<file path="config.mk">
export PLATFORM = sky130hd
export DESIGN_NAME = segre_icache
export DESIGN_NICKNAME = d
export VERILOG_FILES = /design/src/rtl/segre_icache.sv
export SDC_FILE = /design/constraint.sdc
export NUM_CORES = 1
export LEC_CHECK = 0
export CORE_UTILIZATION = 61
export DETAILED_ROUTE_END_ITERATION = 16
export PLACE_DENSITY = 0.87
export SYNTH_ARGS = -nofsm -noshare
export SYNTH_HDL_FRONTEND = slang
export SYNTH_SLANG_ARGS = --single-unit
export TNS_END_PERCENT = 5
</file>
<file path="constraint.sdc">
create_clock -name clk_i -period 20.2 [get_ports clk_i]
set_input_delay 2.02 -clock clk_i [delete_from_list [all_inputs] [get_ports clk_i]]
set_output_delay 2.02 -clock clk_i [all_outputs]
set_load 0.005 [all_outputs]
</file>
<file path="src/rtl/segre_icache.sv">
// Direct-mapped, read-only instruction cache with a zero-latency hit path
// and a single-beat whole-line refill from instruction memory.
module segre_icache #(
    parameter int ADDR_WIDTH = 32,
    parameter int NUM_LINES  = 4,
    parameter int LINE_WORDS = 4
) (
    input  logic                       clk_i,
    input  logic                       rst_i,
    input  logic                       fetch_req_i,
    input  logic [ADDR_WIDTH-1:0]      pc_i,
    input  logic                       flush_i,
    output logic                       hit_o,
    output logic [31:0]                instr_o,
    output logic                       mem_rd_req_o,
    output logic [ADDR_WIDTH-1:0]      mem_addr_o,
    input  logic                       mem_ready_i,
    input  logic [32*LINE_WORDS-1:0]   mem_data_i,
    output logic [15:0]                miss_count_o
);

    localparam int OFF_W  = $clog2(LINE_WORDS) + 2;
    localparam int IDX_W  = $clog2(NUM_LINES);
    localparam int TAG_W  = ADDR_WIDTH - OFF_W - IDX_W;
    localparam int WORD_W = $clog2(LINE_WORDS);
    localparam logic [ADDR_WIDTH-1:0] LINE_MASK =
        {{(ADDR_WIDTH-OFF_W){1'b1}}, {OFF_W{1'b0}}};

    typedef enum logic {
        LOOKUP,
        REFILL
    } state_t;

    state_t                  r_state;
    logic [NUM_LINES-1:0]    r_valid;
    logic                    r_drop;
    logic [ADDR_WIDTH-1:0]   r_memAddr;
    logic [15:0]             r_missCount;
    logic [TAG_W-1:0]        r_tagArray  [NUM_LINES];
    logic [31:0]             r_dataArray [NUM_LINES][LINE_WORDS];

    logic [ADDR_WIDTH-1:0]   w_lineAddr;
    logic [IDX_W-1:0]        w_idx;
    logic [TAG_W-1:0]        w_tag;
    logic [WORD_W-1:0]       w_word;
    logic [IDX_W-1:0]        w_fillIdx;
    logic [TAG_W-1:0]        w_fillTag;
    logic                    w_hit;
    logic                    w_miss;
    logic                    w_fill;

    assign w_lineAddr = pc_i & LINE_MASK;
    assign w_idx      = pc_i[OFF_W+IDX_W-1:OFF_W];
    assign w_tag      = pc_i[ADDR_WIDTH-1:OFF_W+IDX_W];
    assign w_word     = pc_i[OFF_W-1:2];

    // The refill address already carries the latched index and tag.
    assign w_fillIdx  = r_memAddr[OFF_W+IDX_W-1:OFF_W];
    assign w_fillTag  = r_memAddr[ADDR_WIDTH-1:OFF_W+IDX_W];

    assign w_hit  = (r_state == LOOKUP) && fetch_req_i && !flush_i &&
                    r_valid[w_idx] && (r_tagArray[w_idx] == w_tag);
    assign w_miss = (r_state == LOOKUP) && fetch_req_i && !w_hit;
    assign w_fill = (r_state == REFILL) && mem_ready_i;

    assign hit_o        = w_hit;
    assign instr_o      = w_hit ? r_dataArray[w_idx][w_word] : 32'd0;
    assign mem_rd_req_o = (r_state == REFILL);
    assign mem_addr_o   = r_memAddr;
    assign miss_count_o = r_missCount;

    always_ff @(posedge clk_i or posedge rst_i) begin
        if (rst_i) begin
            r_state     <= LOOKUP;
            r_valid     <= '0;
            r_drop      <= 1'b0;
            r_memAddr   <= '0;
            r_missCount <= '0;
        end else begin
            if (flush_i) begin
                r_valid <= '0;
            end
            case (r_state)
                LOOKUP: begin
                    if (w_miss) begin
                        r_state   <= REFILL;
                        r_memAddr <= w_lineAddr;
                        if (r_missCount != 16'hFFFF) begin
                            r_missCount <= r_missCount + 16'd1;
                        end
                    end
                end
                REFILL: begin
                    // A flush seen at any point of the refill keeps the arriving line invalid.
                    if (mem_ready_i) begin
                        r_valid[w_fillIdx] <= !(r_drop || flush_i);
                        r_drop             <= 1'b0;
                        r_state            <= LOOKUP;
                    end else if (flush_i) begin
                        r_drop <= 1'b1;
                    end
                end
                default: r_state <= LOOKUP;
            endcase
        end
    end

    always_ff @(posedge clk_i) begin
        if (w_fill) begin
            r_tagArray[w_fillIdx] <= w_fillTag;
            for (int k = 0; k < LINE_WORDS; k++) begin
                r_dataArray[w_fillIdx][k] <= mem_data_i[32*k +: 32];
            end
        end
    end

endmodule
</file>
==> impl_metrics.json <==
{
  "ant_nets": 0,
  "cts.clk_slew.worst_paths_ns": 0.06,
  "power_frac_seq_pct": 52.1,
  "worstSkewPairLatency_ns": 0.58,
  "syn_avg_cell_area_um2": 22.8,
  "final_cell_mix": "616 x edfxtp_1, 236 x clkdlybuf4s50_1, 175 x mux4_2",
  "wirelength_mm": 53.3,
  "grt_max_degree": 101,
  "startpoint_type": "input port",
  "postCtsSetupRepairBufs": 0,
  "rows": 74,
  "power.density_mw_per_mm2": 103,
  "max_freq_ghz": 0.118,
  "die_x_um": 207,
  "ctsResizeCount": 0,
  "wire_per_inst_um": 26.7,
  "setup_viol": 0,
  "htree_levels": 3,
  "die-area_mm2": 0.0430,
  "syn-cell-area_mm2": 0.0257,
  "tightest_slew_ns": 1.10,
  "dpl_cell_area_mm2": 0.0287,
  "synth_seq_cells": 666,
  "clock_power_share_pct": 39.4,
  "drive_above_1_share_pct": 22.6,
  "critical_path_class": "in2out",
  "r2r-end": "mem_addr_o[6]",
  "dr.pass1.iters": 5,
  "clock_skew_ns": 0.0203,
  "reg2reg_from": "r_tagArray[2][23]",
  "slew_viol_final": 0,
  "port_buffers": 240,
  "grt_pass1_wl_mm": 80.4,
  "postCtsHoldBufs": 0,
  "p_int_mw": 2.51,
  "crit_path_end_kind": "output pin",
  "start_util_pct": 62.4,
  "cp_max_fo": 100,
  "synthToLayoutAreaGrowth_pct": 20.3,
  "nNetsFinal": 1573,
  "min_period_ns": 8.48,
  "pin_count": 247,
  "die_y_um": 207,
  "cts.sinks": 666,
  "grt_pass1_vias": 13200,
  "rr_worst_depth": 9,
  "cts_tree": "yes",
  "routabilityCongestion": 0.807,
  "netlist_instances": 1129,
  "final.setup.tns_ns": 0,
  "clockBufferDepth": 3,
  "worst-endpoint-arrival_ns": 6.46,
  "finalCritPeriodShare_pct": 42.0,
  "yosysWarnings": 0,
  "final_common_cell": "edfxtp_1",
  "hold_path.class": "reg2reg",
  "maxSlewHeadroom_pct": 26.8,
  "rsz0062_at_grt": "false",
  "via_per_inst": 6.23,
  "synthDistinctLibCells": 48,
  "grtUsageTotal_pct": 25.3,
  "power.leakage_nw": 10.1,
  "drtIter0Drc": 1146,
  "reg2reg_slack_ns": 16.36,
  "finalPower_mw": 3.19,
  "whs_endpoint": "miss_count_o[3]",
  "p_sw_mw": 0.677,
  "ys_seq_area_share_pct": 76.8,
  "drcViolationCount": 0,
  "hold_viol_final": 0,
  "irDropWorstVdd_uv": 85.2,
  "cts_buffers": 68,
  "gr-total-overflow": 0,
  "core_mm2": 0.0412,
  "fin_area_mm2": 0.0310,
  "hpwlAfterDp_mm": 30.0,
  "max-cap-violations": 0,
  "switching_share_pct": 21.2,
  "run_status": "complete, no violations",
  "root_buffer": "clkbuf_16",
  "antenna_found_initial": 8,
  "via_count": 12500,
  "hp-start": "miss_count_o[3]",
  "hold_depth": 1,
  "required_ns": 18.18,
  "comb_power_share_pct": 8.5
}
[Yosys cell counts (all sizes together)]
master	instances	area, um2
buf	36	219
o221ai	2	17.5
edfxtp	616	18500
nor3	5	25.0
inv	8	30.0
nand4	12	75.1
nor2	12	45.0
nand2	11	41.3
mux4	175	3940
mux2i	19	190
o2111ai	1	8.76
a222oi	1	10.0
a22oi	3	22.5
nand2b	2	12.5
dfrtp	50	1250
a21oi	3	15.0
a22o	1	8.76
a311oi	1	8.76
o2bb2ai	2	17.5
conb	1	3.75
nand3	9	45.0
a221oi	1	8.76
a2111oi	2	25.0
and4	2	17.5
clkinv	1	3.75
mux2	35	394
o211ai	2	15.0
a21bo	1	10.0
a31oi	1	6.26
nor2b	37	231
ha	1	12.5
o22ai	2	12.5
and3	4	25.0
xnor2	33	289
clkbuf	19	71.3
nor4	1	6.26
o21ai	4	20.0
a211oi	5	37.5
or3	1	6.26
a32oi	1	8.76
and2	6	37.5
[registers in the layout (all words and copies together) (netlist names)]
register	cells
mem_addr_o	28
mem_rd_req_o	1
miss_count_o	16
r_dataArray	512
r_drop	1
r_tagArray	104
r_valid	4
[through the flow]
step,setup slack (ns),hold WS (ns),instances,util [%]
floorplan,6.50,0.481,1132,-
detailed placement,11.71,0.487,1869,69.6
finish,11.72,0.489,1999,75.1
global placement,11.73,0.475,1869,69.6
global route,11.33,0.519,1995,75.1
CTS,11.68,0.495,1994,75.1
[kinds of logic (layout without fill, tap and decap cells)]
group,after synthesis,in the layout,synth area share [%]
AOI/OAI and AO/OA,33,33,0.983
buffers and inverters,64,394,1.26
adders and majority gates,1,1,0.0486
xor gates and xnor gates,33,33,1.12
other,1,9,0.0146
DFF,666,666,76.8
muxes,229,229,17.6
and+or+nand+nor,102,102,2.21
[routing by layer]
metal  GRT usage, %  vias up  routed length (um)
met5              0        -                  58
met4           6.66        8                1100
met3           6.34      100                4160
met2           41.6      565               27100
met1           34.4     6478               20900
li1               -     5305                   -
[cell type report]
| type | count | area (um2) |
|---|---|---|
| diodes | 5 | 12.5 |
| well taps | 532 | 666 |
| clock inverters | 38 | 415 |
| fillers | 2186 | 10200 |
| repair buffers | 260 | 2550 |
| multi-input cells | 402 | 5690 |
| flip-flops and latches | 666 | 19700 |
| inverters | 9 | 33.8 |
| clock buffers | 87 | 1850 |
[power by group through the flow]
stage | clock network [mW] | logic [mW] | registers (mW)
final | 1.26 | 0.272 | 1.66
after global routing | 1.32 | 0.290 | 1.67
after CTS | 1.28 | 0.275 | 1.66
after detailed placement | 0 | 0.272 | 1.69
after global placement | 0 | 0.265 | 1.68
after floorplan | 0 | 0.144 | 1.69
[worst max-delay path: stages]
cell and delay [ns]:
buf_6 0.77, buf_4 0.94, mux2i_1 0.31, xnor2_1 0.09
or3_1 0.37, a2111oi_1 0.43, nand4_1 0.14, buf_4 0.39
nor2b_1 0.26, clkdlybuf4s50_1 0.59
[worst max path at each step]
| stage | cells past startpoint | slack (ns) | to | startpoint |
|---|---|---|---|---|
| CTS | 10 | 11.68 | instr_o[23] | pc_i[5] |
| global placement | 10 | 11.73 | instr_o[24] | pc_i[5] |
| floorplan | 3 | 6.50 | r_valid[1] | mem_ready_i |
| finish | 10 | 11.72 | instr_o[0] | pc_i[5] |
| detailed placement | 10 | 11.71 | instr_o[0] | pc_i[5] |
| global route | 10 | 11.33 | instr_o[23] | pc_i[4] |
(Power assumes the default switching activity.)
